===== src/rtl/reg_stage_pkg.sv =====
// ============================================================================
// reg_stage_pkg : state encoding shared by the register-stage family
// Rev 1.0
// ============================================================================
`default_nettype none

package reg_stage_pkg;

  typedef enum logic [1:0] {
    EMPTY = 2'd0,
    BUSY  = 2'd1,
    FULL  = 2'd2
  } skid_state_t;

endpackage

`default_nettype wire


===== src/rtl/skid_stage_if.sv =====
// ============================================================================
// skid_stage_if : valid/ready handshake bundle around a skid stage
// Rev 1.0
// ============================================================================
`default_nettype none

interface skid_stage_if #(
  parameter type DATA_T = logic
);
  logic  valid_src;
  logic  ready_src;
  DATA_T src;
  logic  valid_dst;
  logic  ready_dst;
  DATA_T dst;

  // master: the surrounding logic (producer and consumer); slave: the stage
  modport master (
    output valid_src, src, ready_dst,
    input  ready_src, valid_dst, dst
  );

  modport slave (
    input  valid_src, src, ready_dst,
    output ready_src, valid_dst, dst
  );
endinterface

`default_nettype wire


===== src/rtl/sat_cnt_m.sv =====
// ============================================================================
// sat_cnt_m : counter with increment, synchronous clear and wrap/saturate select
// Rev 1.0
// ============================================================================
`default_nettype none

module sat_cnt_m #(
  parameter int WIDTH = 32
) (
  input  logic             clk,
  input  logic             clr,
  input  logic             inc,
  input  logic             sat,
  output logic [WIDTH-1:0] cnt
);

  logic [WIDTH-1:0] r_cnt;
  logic             w_hold;

  assign w_hold = sat && (r_cnt == {WIDTH{1'b1}});

  always_ff @(posedge clk) begin
    if (clr) begin
      r_cnt <= '0;
    end else if (inc && !w_hold) begin
      r_cnt <= r_cnt + 1'b1;
    end
  end

  assign cnt = r_cnt;

endmodule

`default_nettype wire


===== src/rtl/skid_stage_m.sv =====
// ============================================================================
// skid_stage_m : fully registered two-entry valid/ready stage (ready cut)
// Optional statistics counters enabled by macro SKID_STAGE_STATS_EN
// Rev 1.0
// ============================================================================
`default_nettype none

module skid_stage_m
  import reg_stage_pkg::*;
#(
  parameter type DATA_T = logic,
  parameter int  CNT_W  = 32
) (
  input  logic             clk,
  input  logic             rst,
  skid_stage_if.slave      bus
`ifdef SKID_STAGE_STATS_EN
  ,
  input  logic             stats_clr,
  output logic [CNT_W-1:0] xfer_cnt,
  output logic [CNT_W-1:0] stall_cnt
`endif
);

  skid_state_t r_state;
  skid_state_t w_state_nxt;
  logic        r_rdy_en;
  DATA_T       r_main;
  DATA_T       r_skid;

  logic w_valid;
  logic w_ready;
  logic w_in_hs;
  logic w_out_hs;
  logic w_ld_main_src;
  logic w_ld_main_skid;
  logic w_ld_skid;

  // r_rdy_en keeps ready_src low for the cycle following a reset edge
  always_ff @(posedge clk) begin
    if (rst) begin
      r_state  <= EMPTY;
      r_rdy_en <= 1'b0;
    end else begin
      r_state  <= w_state_nxt;
      r_rdy_en <= 1'b1;
    end
  end

  always_comb begin
    w_state_nxt = r_state;
    case (r_state)
      EMPTY: if (w_in_hs) w_state_nxt = BUSY;
      BUSY: begin
        if (w_in_hs && !w_out_hs)      w_state_nxt = FULL;
        else if (!w_in_hs && w_out_hs) w_state_nxt = EMPTY;
      end
      FULL:    if (w_out_hs) w_state_nxt = BUSY;
      default: w_state_nxt = EMPTY;
    endcase
  end

  // Load enables are written from state and raw inputs to avoid a loop through ready_src
  always_comb begin
    w_valid        = (r_state == BUSY) || (r_state == FULL);
    w_ready        = r_rdy_en && (r_state != FULL);
    w_ld_main_src  = bus.valid_src && r_rdy_en &&
                     ((r_state == EMPTY) || ((r_state == BUSY) && bus.ready_dst));
    w_ld_main_skid = (r_state == FULL) && bus.ready_dst;
    w_ld_skid      = (r_state == BUSY) && bus.valid_src && r_rdy_en && !bus.ready_dst;
  end

  assign w_in_hs  = bus.valid_src && w_ready;
  assign w_out_hs = w_valid && bus.ready_dst;

  always_ff @(posedge clk) begin
    if (w_ld_main_src) begin
      r_main <= bus.src;
    end else if (w_ld_main_skid) begin
      r_main <= r_skid;
    end
    if (w_ld_skid) begin
      r_skid <= bus.src;
    end
  end

  assign bus.valid_dst = w_valid;
  assign bus.ready_src = w_ready;
  assign bus.dst       = r_main;

`ifdef SKID_STAGE_STATS_EN
  sat_cnt_m #(.WIDTH(CNT_W)) u_xfer_cnt (
    .clk (clk),
    .clr (stats_clr),
    .inc (w_out_hs),
    .sat (1'b0),
    .cnt (xfer_cnt)
  );

  sat_cnt_m #(.WIDTH(CNT_W)) u_stall_cnt (
    .clk (clk),
    .clr (stats_clr),
    .inc (w_valid && !bus.ready_dst),
    .sat (1'b1),
    .cnt (stall_cnt)
  );
`endif

endmodule

`default_nettype wire

===== src/flat_wrapper.sv =====
// flat-port wrapper written by rule: the top's interface ports become plain ports
module skid_stage_m_flat import reg_stage_pkg::*;
#(
  parameter type DATA_T = logic,
  parameter int  CNT_W  = 32
)
  (clk, rst, bus_valid_src, bus_src, bus_ready_dst, bus_ready_src, bus_valid_dst, bus_dst);
  skid_stage_if #(.DATA_T(DATA_T)) bus_i ();
  input  logic clk;
  input  logic rst;
  input wire logic [$bits(bus_i.valid_src)-1:0] bus_valid_src;
  input wire logic [$bits(bus_i.src)-1:0] bus_src;
  input wire logic [$bits(bus_i.ready_dst)-1:0] bus_ready_dst;
  output wire logic [$bits(bus_i.ready_src)-1:0] bus_ready_src;
  output wire logic [$bits(bus_i.valid_dst)-1:0] bus_valid_dst;
  output wire logic [$bits(bus_i.dst)-1:0] bus_dst;
  assign bus_i.valid_src = bus_valid_src;
  assign bus_i.src = bus_src;
  assign bus_i.ready_dst = bus_ready_dst;
  assign bus_ready_src = bus_i.ready_src;
  assign bus_valid_dst = bus_i.valid_dst;
  assign bus_dst = bus_i.dst;
  skid_stage_m #(.DATA_T(DATA_T), .CNT_W(CNT_W)) u_core (.clk(clk), .rst(rst), .bus(bus_i));
endmodule

===== config.mk =====
export PLATFORM = sky130hd
export DESIGN_NAME = skid_stage_m_flat
export DESIGN_NICKNAME = d
export VERILOG_FILES = /design/src/rtl/reg_stage_pkg.sv /design/src/rtl/skid_stage_if.sv /design/src/rtl/sat_cnt_m.sv /design/src/rtl/skid_stage_m.sv /design/src/flat_wrapper.sv
export SDC_FILE = /design/constraint.sdc
export NUM_CORES = 1
export LEC_CHECK = 0
export ABC_AREA = 0
export BUFFER_PORTS_ARGS = -buffer_cell sky130_fd_sc_hd__buf_2
export CORE_AREA = 2 2 39 41
export CTS_CLUSTER_DIAMETER = 30
export DETAILED_ROUTE_END_ITERATION = 7
export DIE_AREA = 0 0 41 43
export REMOVE_ABC_BUFFERS = 1
export SLEW_MARGIN = 40
export SYNTH_ARGS = -nofsm -noshare
export SYNTH_HDL_FRONTEND = slang
export SYNTH_HIERARCHICAL = 1
export SYNTH_SLANG_ARGS = --single-unit

===== constraint.sdc =====
create_clock -name clk -period 4.1 [get_ports clk]
set_input_delay 0 -clock clk [delete_from_list [all_inputs] [get_ports clk]]
set_output_delay 0 -clock clk [all_outputs]
set_load 0.02 [all_outputs]

==> results of run 1 <==
## logic make-up after synthesis
kind of cell             synth area share [%]
AO/OA/AOI/OAI                           12.89
multiplexers                            6.641
AND/OR/NAND/NOR                         17.58
buffers and inverters                   5.860
adder cells (fa/ha/maj)                 19.53
flip-flops                              37.50
## cells in the final DEF (no fill, tap or decap), types with 2 or more instances in the layout
master         instances
buf_2                  7
clkbuf_4               3
nor2_1                 2
dfxtp_1                3
inv_1                  5
nand2_1                3
edfxtp_1               2
dlygate4sd3_1          2
ha_1                   5
## per-stage QoR
step | power, µW | util (%) | cell area, µm² | instances
5_1_grt | 192.6 | 30.47 | 421.7 | 62
3_3_place_gp | 115.5 | 27.12 | 375.4 | 56
6_report | 174.6 | 30.47 | 421.7 | 62
2_1_floorplan | 102.6 | - | 320.3 | 33
3_5_place_dp | 117.1 | 27.12 | 375.4 | 56
4_1_cts | 176.8 | 30.47 | 421.7 | 62
## synth_stat cells (all sizes together)
master / number
a211oi: 1
a21oi: 1
a222oi: 1
a31oi: 1
and2b: 1
dfxtp: 3
edfxtp: 2
ha: 5
inv: 5
mux2: 1
mux2i: 1
nand2: 3
nand3: 1
nand3b: 1
nand4b: 1
nor2: 2
nor3b: 1
o21a: 1
o21ai: 1
## worst paths after layout
kind | end | startpoint
max | u_core/r_state[1]$_SDFFE_PP0P_ | u_core/r_state[0]$_SDFFE_PP0P_
min | u_core/r_skid$_DFFE_PP_ | bus_ready_dst
max reg2reg | u_core/r_state[1]$_SDFFE_PP0P_ | u_core/r_state[0]$_SDFFE_PP0P_
min reg2reg | u_core/r_state[1]$_SDFFE_PP0P_ | u_core/r_state[1]$_SDFFE_PP0P_
## report_power, final
group          switching, µW  internal, µW
clock network           19.9          36.8
logic                   32.0          24.4
registers               4.20          57.5
## routing by layer
metal  share of wire [%]  track usage [%]
met5                   0                0
met4                   0            4.000
met3                 9.2            9.424
met2                  44            14.06
met1                  47            9.646
## registers in the layout, summed over array words and instances (netlist names)
| signal | count |
|---|---|
| u_core/r_skid | 1 |
| u_core/bus.dst | 1 |
| u_core/r_rdy_en | 1 |
| u_core/r_state | 2 |
## worst reg2reg max path, stage by stage, from the launching register on
cell      delay [ps]
dfxtp_1          370
inv_1             80
ha_1             250
nand3b_1         190
inv_1             70
ha_1             240
a222oi_1         480
mux2i_1          230
## area by class of cell
| type | count | area (µm²) | share of cell area (%) |
|---|---|---|---|
| Clock buffer | 4 | 26.28 | 6.231 |
| Tap cell | 16 | 20.02 | 4.748 |
| Inverter | 5 | 18.77 | 4.451 |
| Multi-Input combinational cell | 23 | 181.4 | 43.03 |
| Timing Repair Buffer | 9 | 55.05 | 13.06 |
| Sequential cell | 5 | 120.1 | 28.49 |
## timing repair
action | CTS | global route
hold buffers | 2 | 0
endpoints found under the hold margin | 2 | 0
setup buffers | 0 | 0
endpoints found under the setup margin | 0 | 0
==> run metrics, run 1 <==
status=completed; area leader, netlist=ha_1; Leak Pwr=0.0001924 µW; Worst setup EP type=register; fin. max-slew vios=0; worst skew pair latency=240 ps; WL/cell=~10 µm; die area=1763 µm²; Setup-failing EPs final=0; IO Pins=8; worst path bufs/invs=2; drt via density=4.565; Setup Slack @ Placement=roughly 2100 ps; Fillers=149; Critical Path Max Stage Delay=roughly 480 ps; row count=14; Detailed Routing Iterations Pass 1=4; Hold Path Cell Cnt=2; fmax=0.5028 GHz; Levels on crit path=7; RSZ-0062 raised after global routing=no; Final period util=48.51%; Cells after Synth=33; crit path time final=just under 2000 ps; vias in the first global route=287; skew final=around 3.9 ps; number of buffers added on ports=7; Final Hold Viols=0; unique cell type count in the Yosys netlist=19; vias=283; Core Area=1384 µm²; die width=about 40 µm; CP Class=reg2reg; layout cells sized above 1=a little over a quarter; cts repair resizes=0; post-route DRC violation count=0; first-pass GRT wire length=1.083 mm; sequential area share after synthesis=37.50%; Diodes inserted=0; Yosys top cell area share=19.53%; largest delay contributor family on the critical path=adder cells; Slowest-stage cell, CP=a222oi_1; largest cells by area after synthesis=ha_1 (20%), dfxtp_1 (19%), edfxtp_1 (19%); worst vdd ir=between 0.15 and 0.2 mV; NumNets Final=57; H-Tree Depth=1; CP required=4270 ps; Mean Syn Cell Area=~9.7 µm²; Post-Syn Area=320.3 µm²; Slew headroom=~68%; worst r2r path cells=7; Worst R2R Setup Slack=between 2000 and 2500 ps; Worst Tran Pin Value=472.6 ps; CTS tree=yes; drt initial violations=12; initial cell density of the core=a little under a quarter; register bit total from synthesis=5; Placer Congestion=0.7130; Worst Path Arrival=2160 ps; Worst-path clk slew=40 ps; clk sinks=5; Remaining Overflow, GRT=0; Synth warnings=6; Max Cap Viol=0; Area growth, synth to finish=31.64%; Startpoint Class=register; initial antenna violation count=0; Final ANT Viol Nets=0; Total Wirelength=643 µm; worst hold path class=in2reg; Total GRT Usage=9.940%; largest net degree at the start of global routing=7; Num CTS Buffers=3; slack of the critical path=about 2100 ps; clk buf depth=2; crit path max fanout=5; Clock Tree Root=clkbuf_4; Cell Pwr Density=414.2 nW/µm²; Setup TNS=0 ps; Die Ht=43 µm; critical path, cell by cell=inv_1 > ha_1 > nand3b_1 > inv_1 > ha_1 > a222oi_1 > mux2i_1; dpl hpwl=between 400 and 500 µm; hold slack final=102.2 ps
No activity file was read; power rests on OpenSTA's default activity.
==> run 2, diff against run 1 <==
- clock period: 4.1 -> 1.7 ns (I/O delays scaled with it)
==> run 2 against run 1 <==
  * The flow now finishes with violations (negative setup slack)
  * Register-to-register slack worse by 2100 ps
  * Clock-buffer cell count stayed put
  * Combinational power rose to 3.9 times the previous value
  * Final cell count increased by 18%
  * Critical path type unchanged
==> run metrics, run 2 (synthesized netlist as in run 1, its figures left out) <==
status=finished, violations left; failing checks=negative setup slack; Worst R2R Setup Slack=-1 ps; Max Cap Viol=0; Worst Tran Pin Value=282.1 ps; worst r2r path cells=8; Setup-failing EPs final=1; vias=311; crit path max fanout=2; die area=1763 µm²; Critical Path Sink=u_core/r_state[1]$_SDFFE_PP0P_; clk buf depth=2; post-route DRC violation count=0; Final Hold Viols=0; vias in the first global route=292; Total Wirelength=between 600 and 700 µm; Num CTS Buffers=3; largest net degree at the start of global routing=7; Final period util=100.1%; initial cell density of the core=23.15%; NumNets Final=68; Fillers=138; Core Area=1384 µm²; initial antenna violation count=0; H-Tree Depth=1; layout cells sized above 1=56.14%; Setup Slack @ Placement=-117.1 ps; combinational share of power=43.8%; die width=41 µm; worst vdd ir=0.4847 mV; dpl hpwl=498.7 µm; fmax=0.5878 GHz; Slew headroom=81.19%; row count=14; number of buffers added on ports=7; WL/cell=9.192 µm; Reg with most FFs=u_core/r_state; Startpoint Class=register; fin. max-slew vios=0; skew final=1.228 ps; Psw=149.6 µW; Internal Pwr Total=344.8 µW; commonest non-fill, non-tap cell in the layout=buf_4; drt initial violations=1; IO Pins=8; clock network power share=roughly a quarter; slack of the critical path=-1.121 ps; Diodes inserted=0; R2R Path Start=u_core/r_state[0]$_SDFFE_PP0P_; R2R Path End=u_core/r_state[1]$_SDFFE_PP0P_; Cell Pwr Density=895.9 nW/µm²; Worst Path Arrival=1860 ps; Worst setup EP type=register; Total GRT Usage=10.46%; CP required=~1900 ps; Worst-path clk slew=40 ps; CP Class=reg2reg; Leak Pwr=~0.00025 µW; max FFs per register=2; worst setup path startpoint=u_core/r_state[0]$_SDFFE_PP0P_; Final ANT Viol Nets=0; worst skew pair latency=230 ps; Sw Ratio=30.25%; RSZ-0062 raised after global routing=yes; Flop pwr share=around 30%; commonest cells after routing, fill and taps aside=buf_4 (11), buf_2 (7), clkbuf_4 (3), ha_4 (3); Die Ht=about 43 µm; first-pass GRT wire length=1.166 mm; drt via density=4.260; Placer Congestion=0.7005; Remaining Overflow, GRT=0; Clock Tree Root=clkbuf_4; Detailed Routing Iterations Pass 1=4; worst hold path class=in2reg; crit path time final=1701 ps; final core occ=39.87%; CTS tree=yes; Area growth, synth to finish=72.27%; clk sinks=5
-- run 2: cell types whose count changed in the layout (fill, tap and decap cells not counted), sizes merged --
cell	change
buf	+11
-- run 2: worst min path at each step --
stage / from / end / slack [ps] / depth (start not counted)
2_1_floorplan: rst / u_core/r_rdy_en$_DFF_P_ / 90 / 1
3_3_place_gp: bus_src / u_core/r_skid$_DFFE_PP_ / 190 / 1
3_5_place_dp: bus_src / u_core/r_skid$_DFFE_PP_ / 190 / 1
4_1_cts: bus_ready_dst / u_core/r_skid$_DFFE_PP_ / 100 / 2
5_1_grt: bus_ready_dst / u_core/r_skid$_DFFE_PP_ / 120 / 2
6_report: bus_ready_dst / u_core/r_skid$_DFFE_PP_ / 120 / 2
-- run 2: stage by stage --
step | total power (µW) | cell area [µm²] | instances | setup TNS, ps | hold slack, ps
3_5_place_dp | 317.4 | 427.9 | 63 | -158.3 | 193.8
5_1_grt | 546.7 | 551.8 | 73 | -205.4 | 119.2
4_1_cts | 503.2 | 549.3 | 73 | -22.23 | 101.1
3_3_place_gp | 317.7 | 427.9 | 63 | -147.8 | 191.4
6_report | 494.3 | 551.8 | 73 | -1.121 | 119.8
2_1_floorplan | 247.5 | 320.3 | 33 | -210.2 | 88.84
-- run 2: power by group through the flow --
stage	logic (µW)	registers, µW	clock network (µW)
after global routing	246	147	154
final	217	147	131
after global placement	172	146	0
after detailed placement	171	146	0
after CTS	216	146	141
after floorplan	95.4	152	0
-- run 2: per-layer routing --
layer,up-vias,GRT usage [%],share of wire [%]
li1,164,-,-
met1,138,12.62,46
met2,9,15.63,46
met3,0,7.853,8.6
met4,0,0,0
met5,-,0,0
-- run 2: critical path: stages (launching register included) --
cell	delay, ps
dfxtp_2	320
inv_2	60
ha_4	150
nand3b_1	180
inv_2	80
ha_4	190
a222oi_1	310
buf_4	180
mux2i_1	160
-- run 2: area by class of cell --
class | count | area [µm²] | area share, %
Clock buffer | 4 | 26.28 | 4.762
Timing Repair Buffer | 20 | 137.6 | 24.94
Tap cell | 16 | 20.02 | 3.628
Multi-Input combinational cell | 23 | 221.5 | 40.14
Inverter | 5 | 21.27 | 3.855
Sequential cell | 5 | 125.1 | 22.68
-- run 2: timing repair --
item	4_1_cts	5_1_grt
gates cloned	0	0
pin swaps	4	2
endpoints found under the hold margin	2	0
resized for setup	11	1
hold buffers	2	0
setup buffers	4	0
endpoints found under the setup margin	2	3
